## src/rtl/simon_pkg.sv

```systemverilog
// simon_pkg: shared constants, state encoding and word-level helpers for the
// Simon 32/64 datapath (16-bit words, 32 rounds, z0 constant sequence).
package simon_pkg;

  localparam int SIMON_WORD   = 16;
  localparam int SIMON_ROUNDS = 32;

  // z0 sequence written with z0[0] as the leftmost character, so bit i of
  // the sequence lives at vector position 61 - i.
  localparam logic [61:0] SIMON_Z0 =
    62'b11111010001001010110000111001101111101000100101011000011100110;

  // ~k ^ 3 folded into a single constant: k ^ 16'hFFFC.
  localparam logic [15:0] SIMON_C = 16'hFFFC;

  typedef enum logic [1:0] {
    IDLE    = 2'd0,
    EXPAND  = 2'd1,
    DECRYPT = 2'd2,
    DONE    = 2'd3
  } simon_state_e;

  function automatic logic [15:0] simon_rol(input logic [15:0] v, input int n);
    return (v << n) | (v >> (SIMON_WORD - n));
  endfunction

  function automatic logic [15:0] simon_ror(input logic [15:0] v, input int n);
    return (v >> n) | (v << (SIMON_WORD - n));
  endfunction

  // Simon round function f(v) = (rol1 & rol8) ^ rol2.
  function automatic logic [15:0] simon_f(input logic [15:0] v);
    return (simon_rol(v, 1) & simon_rol(v, 8)) ^ simon_rol(v, 2);
  endfunction

  // Next round key k[i+4] from k[i], k[i+1], k[i+3] and the step index i.
  function automatic logic [15:0] simon_key_next(
    input logic [15:0] k_i,
    input logic [15:0] k_i1,
    input logic [15:0] k_i3,
    input logic [4:0]  idx
  );
    logic [15:0] tmp;
    logic        z_bit;
    tmp   = simon_ror(k_i3, 3) ^ k_i1;
    tmp   = tmp ^ simon_ror(tmp, 1);
    z_bit = SIMON_Z0[6'd61 - {1'b0, idx}];
    return SIMON_C ^ k_i ^ tmp ^ {15'd0, z_bit};
  endfunction

endpackage

```

## src/rtl/simon_inv_round.sv

```systemverilog
// simon_inv_round: one combinational inverse Simon round.
//   x, y     : current state words
//   k        : round key for this round
//   x_next   : becomes y
//   y_next   : x ^ f(y) ^ k
module simon_inv_round
  import simon_pkg::*;
(
  input  logic [15:0] x,
  input  logic [15:0] y,
  input  logic [15:0] k,
  output logic [15:0] x_next,
  output logic [15:0] y_next
);

  assign x_next = y;
  assign y_next = x ^ simon_f(y) ^ k;

endmodule

```

## src/rtl/simon_decrypt.sv

```systemverilog
// simon_decrypt: iterative Simon 32/64 decryption engine.
//   clk, rst           : clock, synchronous active-high reset
//   in_valid/in_ready  : input handshake (in_ready high only in IDLE)
//   in_block           : ciphertext, x = [31:16], y = [15:0]
//   in_key             : key words k0..k3 at [15:0]..[63:48]
//   in_key_reuse       : skip expansion and reuse the buffered round keys
//   out_valid/out_ready: output handshake, out_valid held until accepted
//   out_block          : plaintext, same packing as in_block
// A full key costs 28 expansion cycles plus 32 round cycles; a reused key
// costs only the 32 round cycles.
module simon_decrypt
  import simon_pkg::*;
#(
  parameter bit KEY_REUSE_EN = 1'b1
) (
  input  logic        clk,
  input  logic        rst,
  input  logic        in_valid,
  output logic        in_ready,
  input  logic [31:0] in_block,
  input  logic [63:0] in_key,
  input  logic        in_key_reuse,
  output logic        out_valid,
  input  logic        out_ready,
  output logic [31:0] out_block
);

  simon_state_e state_reg, state_next;
  logic [4:0]   cnt_reg, cnt_next;           // expansion step or round index
  logic [15:0]  x_reg, x_next;
  logic [15:0]  y_reg, y_next;
  logic         keys_loaded_reg, keys_loaded_next;
  logic         out_valid_reg, out_valid_next;
  logic [31:0]  out_block_reg, out_block_next;

  logic [SIMON_WORD-1:0] rk_reg [SIMON_ROUNDS];

  logic        reuse_ok;
  logic        load_key;
  logic [15:0] k_new;
  logic [15:0] round_k;
  logic [15:0] rx, ry;

  // Reuse is only honoured once a complete schedule sits in the buffer.
  assign reuse_ok = KEY_REUSE_EN && in_key_reuse && keys_loaded_reg;
  assign load_key = (state_reg == IDLE) && in_valid && !reuse_ok;

  assign k_new   = simon_key_next(rk_reg[cnt_reg],
                                  rk_reg[cnt_reg + 5'd1],
                                  rk_reg[cnt_reg + 5'd3],
                                  cnt_reg);
  assign round_k = rk_reg[cnt_reg];

  simon_inv_round u_inv_round (
    .x      (x_reg),
    .y      (y_reg),
    .k      (round_k),
    .x_next (rx),
    .y_next (ry)
  );

  always_ff @(posedge clk) begin
    if (rst) begin
      state_reg       <= IDLE;
      cnt_reg         <= 5'd0;
      x_reg           <= 16'd0;
      y_reg           <= 16'd0;
      keys_loaded_reg <= 1'b0;
      out_valid_reg   <= 1'b0;
      out_block_reg   <= 32'd0;
    end else begin
      state_reg       <= state_next;
      cnt_reg         <= cnt_next;
      x_reg           <= x_next;
      y_reg           <= y_next;
      keys_loaded_reg <= keys_loaded_next;
      out_valid_reg   <= out_valid_next;
      out_block_reg   <= out_block_next;
    end
  end

  // Round-key buffer: the four key words land in slots 0..3 on a fresh
  // load, then EXPAND fills slot i+4 on step i. EXPAND and DECRYPT never
  // overlap, so the combinational reads never see a same-cycle write.
  always_ff @(posedge clk) begin
    if (!rst) begin
      if (load_key) begin
        for (int i = 0; i < 4; i++) begin
          rk_reg[i] <= in_key[16*i +: 16];
        end
      end else if (state_reg == EXPAND) begin
        rk_reg[cnt_reg + 5'd4] <= k_new;
      end
    end
  end

  always_comb begin
    state_next       = state_reg;
    cnt_next         = cnt_reg;
    x_next           = x_reg;
    y_next           = y_reg;
    keys_loaded_next = keys_loaded_reg;
    out_valid_next   = out_valid_reg;
    out_block_next   = out_block_reg;

    case (state_reg)
      IDLE: begin
        if (in_valid) begin
          x_next = in_block[31:16];
          y_next = in_block[15:0];
          if (reuse_ok) begin
            state_next = DECRYPT;
            cnt_next   = 5'd31;
          end else begin
            state_next = EXPAND;
            cnt_next   = 5'd0;
          end
        end
      end
      EXPAND: begin
        if (cnt_reg == 5'd27) begin
          state_next       = DECRYPT;
          cnt_next         = 5'd31;
          keys_loaded_next = 1'b1;
        end else begin
          cnt_next = cnt_reg + 5'd1;
        end
      end
      DECRYPT: begin
        x_next = rx;
        y_next = ry;
        if (cnt_reg == 5'd0) begin
          state_next     = DONE;
          out_valid_next = 1'b1;
          out_block_next = {rx, ry};
        end else begin
          cnt_next = cnt_reg - 5'd1;
        end
      end
      DONE: begin
        if (out_ready) begin
          state_next     = IDLE;
          out_valid_next = 1'b0;
        end
      end
      default: state_next = IDLE;
    endcase
  end

  assign in_ready  = (state_reg == IDLE);
  assign out_valid = out_valid_reg;
  assign out_block = out_block_reg;

endmodule
```

## config.mk

```make
export PLATFORM = sky130hd
export DESIGN_NAME = simon_decrypt
export DESIGN_NICKNAME = d
export VERILOG_FILES = /design/src/rtl/simon_pkg.sv /design/src/rtl/simon_inv_round.sv /design/src/rtl/simon_decrypt.sv
export SDC_FILE = /design/constraint.sdc
export NUM_CORES = 1
export LEC_CHECK = 0
export ABC_CLOCK_PERIOD_IN_PS = 9600
export BUFFER_PORTS_ARGS = -buffer_cell sky130_fd_sc_hd__buf_2
export CORE_UTILIZATION = 30
export DETAILED_ROUTE_END_ITERATION = 12
export SYNTH_ARGS = -nofsm -noshare
export SYNTH_HDL_FRONTEND = slang
export SYNTH_SLANG_ARGS = --single-unit
```

## constraint.sdc

```tcl
create_clock -name clk -period 9.6 [get_ports clk]
set_clock_uncertainty 0.1 [all_clocks]
set_input_delay 1.44 -clock clk [delete_from_list [all_inputs] [get_ports clk]]
set_output_delay 1.44 -clock clk [all_outputs]
set_load 0.1 [all_outputs]
```

==> flow_summary.toml <==
[run_status]
status = "complete, no violations"

[synth]
synth.net_count = 2434
syn_area_um2 = 33840
yosysTopAreaCell = "edfxtp_1"
synth_flop_cell = "edfxtp_1"
ys_types = 65
synth.avg_cell_area_um2 = 14.64
synth-edff-count = 512
syn_inst = 2312
async_flop_share_pct = 0
synth_area_leaders = "edfxtp_1 45%, mux4_2 24%, dfxtp_1 4.6%, nand2_1 3.9%, mux2i_1 3.4%"
ys_ff_latch = 590
synth_top_area_share_pct = 45.44
yosys_warnings = 0
ys_seq_area_share_pct = 50.05

[route]
drt_iter0_drc = 3581
via_count = 23620
drc = 0
drtPass1Iterations = 6
viasPerCell = 5.990
wirelength_um = 119400
wl_per_cell_um = 30.28
ant_nets = 0

[cts]
clk_path_buf_depth = 3
cts_tree = "yes"
cts-resized-gates = 0
htreeDepth = 2
cts_buffers = 60
clk_latency_ns = 0.70
cts_sinks = 590
post_cts_buffers = 0
cts-root-buf = "clkbuf_16"
clk_pin_slew_ns = 0.07
ctsHoldBuffers = 0

[worst_setup_path]
cp_max_fo = 92
critPathCaptureType = "flip-flop"
required_ns = 9.90
path_class = "reg -> reg"
critPathLaunchType = "flip-flop"
arrival_ns = 6.79

[timing]
setup_slack_ns = 3.113
rsz0062_at_grt = "no"
hold_viol = 0
period_minus_slack_ns = 6.487
final.setup.tns_ns = 0
slew_viol_final = 0
finalSetupViolCount = 0
fin_crit_sh_pct = 67.57
worst_pin_slew_ns = 1.266
relSlewSlack_pct = 13.21
max_freq_mhz = 154.2

[global_routing]
track_usage_pct = 20.71
grt_max_degree = 117
grt_pass1_vias = 22633
antenna_found_initial = 3
grt-ovfl-total = 0
grt_pass1_wl_um = 169000

[finish]
largest_register_ff_count = 512
final_net_count = 2525
drive_gt1_share_pct = 32.91
diodes = 0
area_growth_pct = 13.34

[placement]
portBuffers = 134
place_ws_ns = 3.223
place.gp.congestion = 0.8825
dp_hpwl_um = 73680

[die]
rows = 122
die_area_um2 = 114100
io_pins = 135
die_h_um = 337.9
coreArea_um2 = 111300
initial_utilization_pct = 30.41
die_x_um = 337.9

[worst_hold_path]
hold_class = "reg -> reg"

[job]
maxCapViolations = 0
[layer usage]
layer	part of all wire (%)	GRT usage (%)	routed length (um)
met5	0.0059	0	7
met4	4.0	8.106	4802
met3	12	5.858	14400
met2	44	30.62	52270
met1	40	28.64	47910
[metrics by stage]
step	utilization, %	instances	hold WS, ns	instance area [um2]
after floorplan	-	2312	0.3892	33840
after global placement	32.59	3829	0.3397	36270
after detailed placement	32.59	3829	0.3453	36270
after CTS	34.46	3943	0.3534	38350
after global routing	34.46	3943	0.3719	38350
final	34.46	3943	0.3523	38350
[Yosys cell counts (13+ instances only)]
cell type / n
edfxtp_1: 512
mux4_2: 363
nand2_1: 349
mux2i_1: 116
nor2_1: 95
dfxtp_1: 78
nand3_1: 78
a21oi_1: 69
buf_2: 63
clkbuf_1: 59
xnor2_1: 58
mux2_2: 56
a211oi_1: 55
buf_4: 37
xor2_1: 26
o21ai_0: 24
a31oi_1: 22
ha_1: 21
nand4_1: 20
a32oi_1: 17
and3_1: 17
buf_6: 17
nor2b_1: 15
xnor3_1: 14
a311oi_1: 13
[cell usage in the layout, fill, tap and decap left out, types with 24 or more instances in the layout]
cell,instances
buf_2,134
nand2_1,349
xnor2_1,50
a211oi_1,55
mux2_2,56
a21oi_1,69
mux4_2,363
edfxtp_1,512
o21ai_0,24
dfxtp_1,72
nor2_2,32
clkbuf_16,63
nand3_1,78
nor2_1,58
mux2i_1,116
buf_4,75
[worst paths after layout]
path	startpoint	to	slack, ns	cells past startpoint
min	out_block[20]	out_block[20]	0.35	2
max	cnt_reg[0]	rk_reg[2][14]	3.11	12
min reg2reg	out_block[20]	out_block[20]	0.35	2
max reg2reg	cnt_reg[0]	rk_reg[2][14]	3.11	12
[worst max-delay path, stage by stage, from the launching register on]
cell and delay (ns):
dfxtp_4 0.71, inv_4 0.35, ha_4 0.66, buf_4 0.71, buf_12 0.59, mux4_2 0.40
nand2_1 0.08, and3_1 0.17, a311oi_1 0.06, a21oi_1 0.46, xor2_1 0.49, xnor3_1 0.84
mux2_2 0.46
[cell families (layout without fill, tap and decap cells)]
group / after synthesis / count (layout) / synth area share [%]
flip-flops: 590 / 590 / 50.05
AO/OA/AOI/OAI: 249 / 249 / 4.958
adder cells (fa/ha/maj): 21 / 21 / 0.7765
multiplexers: 541 / 541 / 29.79
XOR/XNOR: 103 / 103 / 3.402
buffers and inverters: 197 / 340 / 3.280
AND/OR/NAND/NOR: 611 / 611 / 7.746
[final cells by class]
cell class	count	area (um2)
flip-flops and latches	590	16950
repair buffers	213	1314
clock inverters	35	422.9
clock buffers	79	1662
inverters	13	51.30
multi-input cells	1525	16090
well taps	1488	1862
fillers	10659	72930
Power is left out: the tool's default activity adds up to more than one toggle a clock period on the data nets, which glitch-free logic cannot reach.
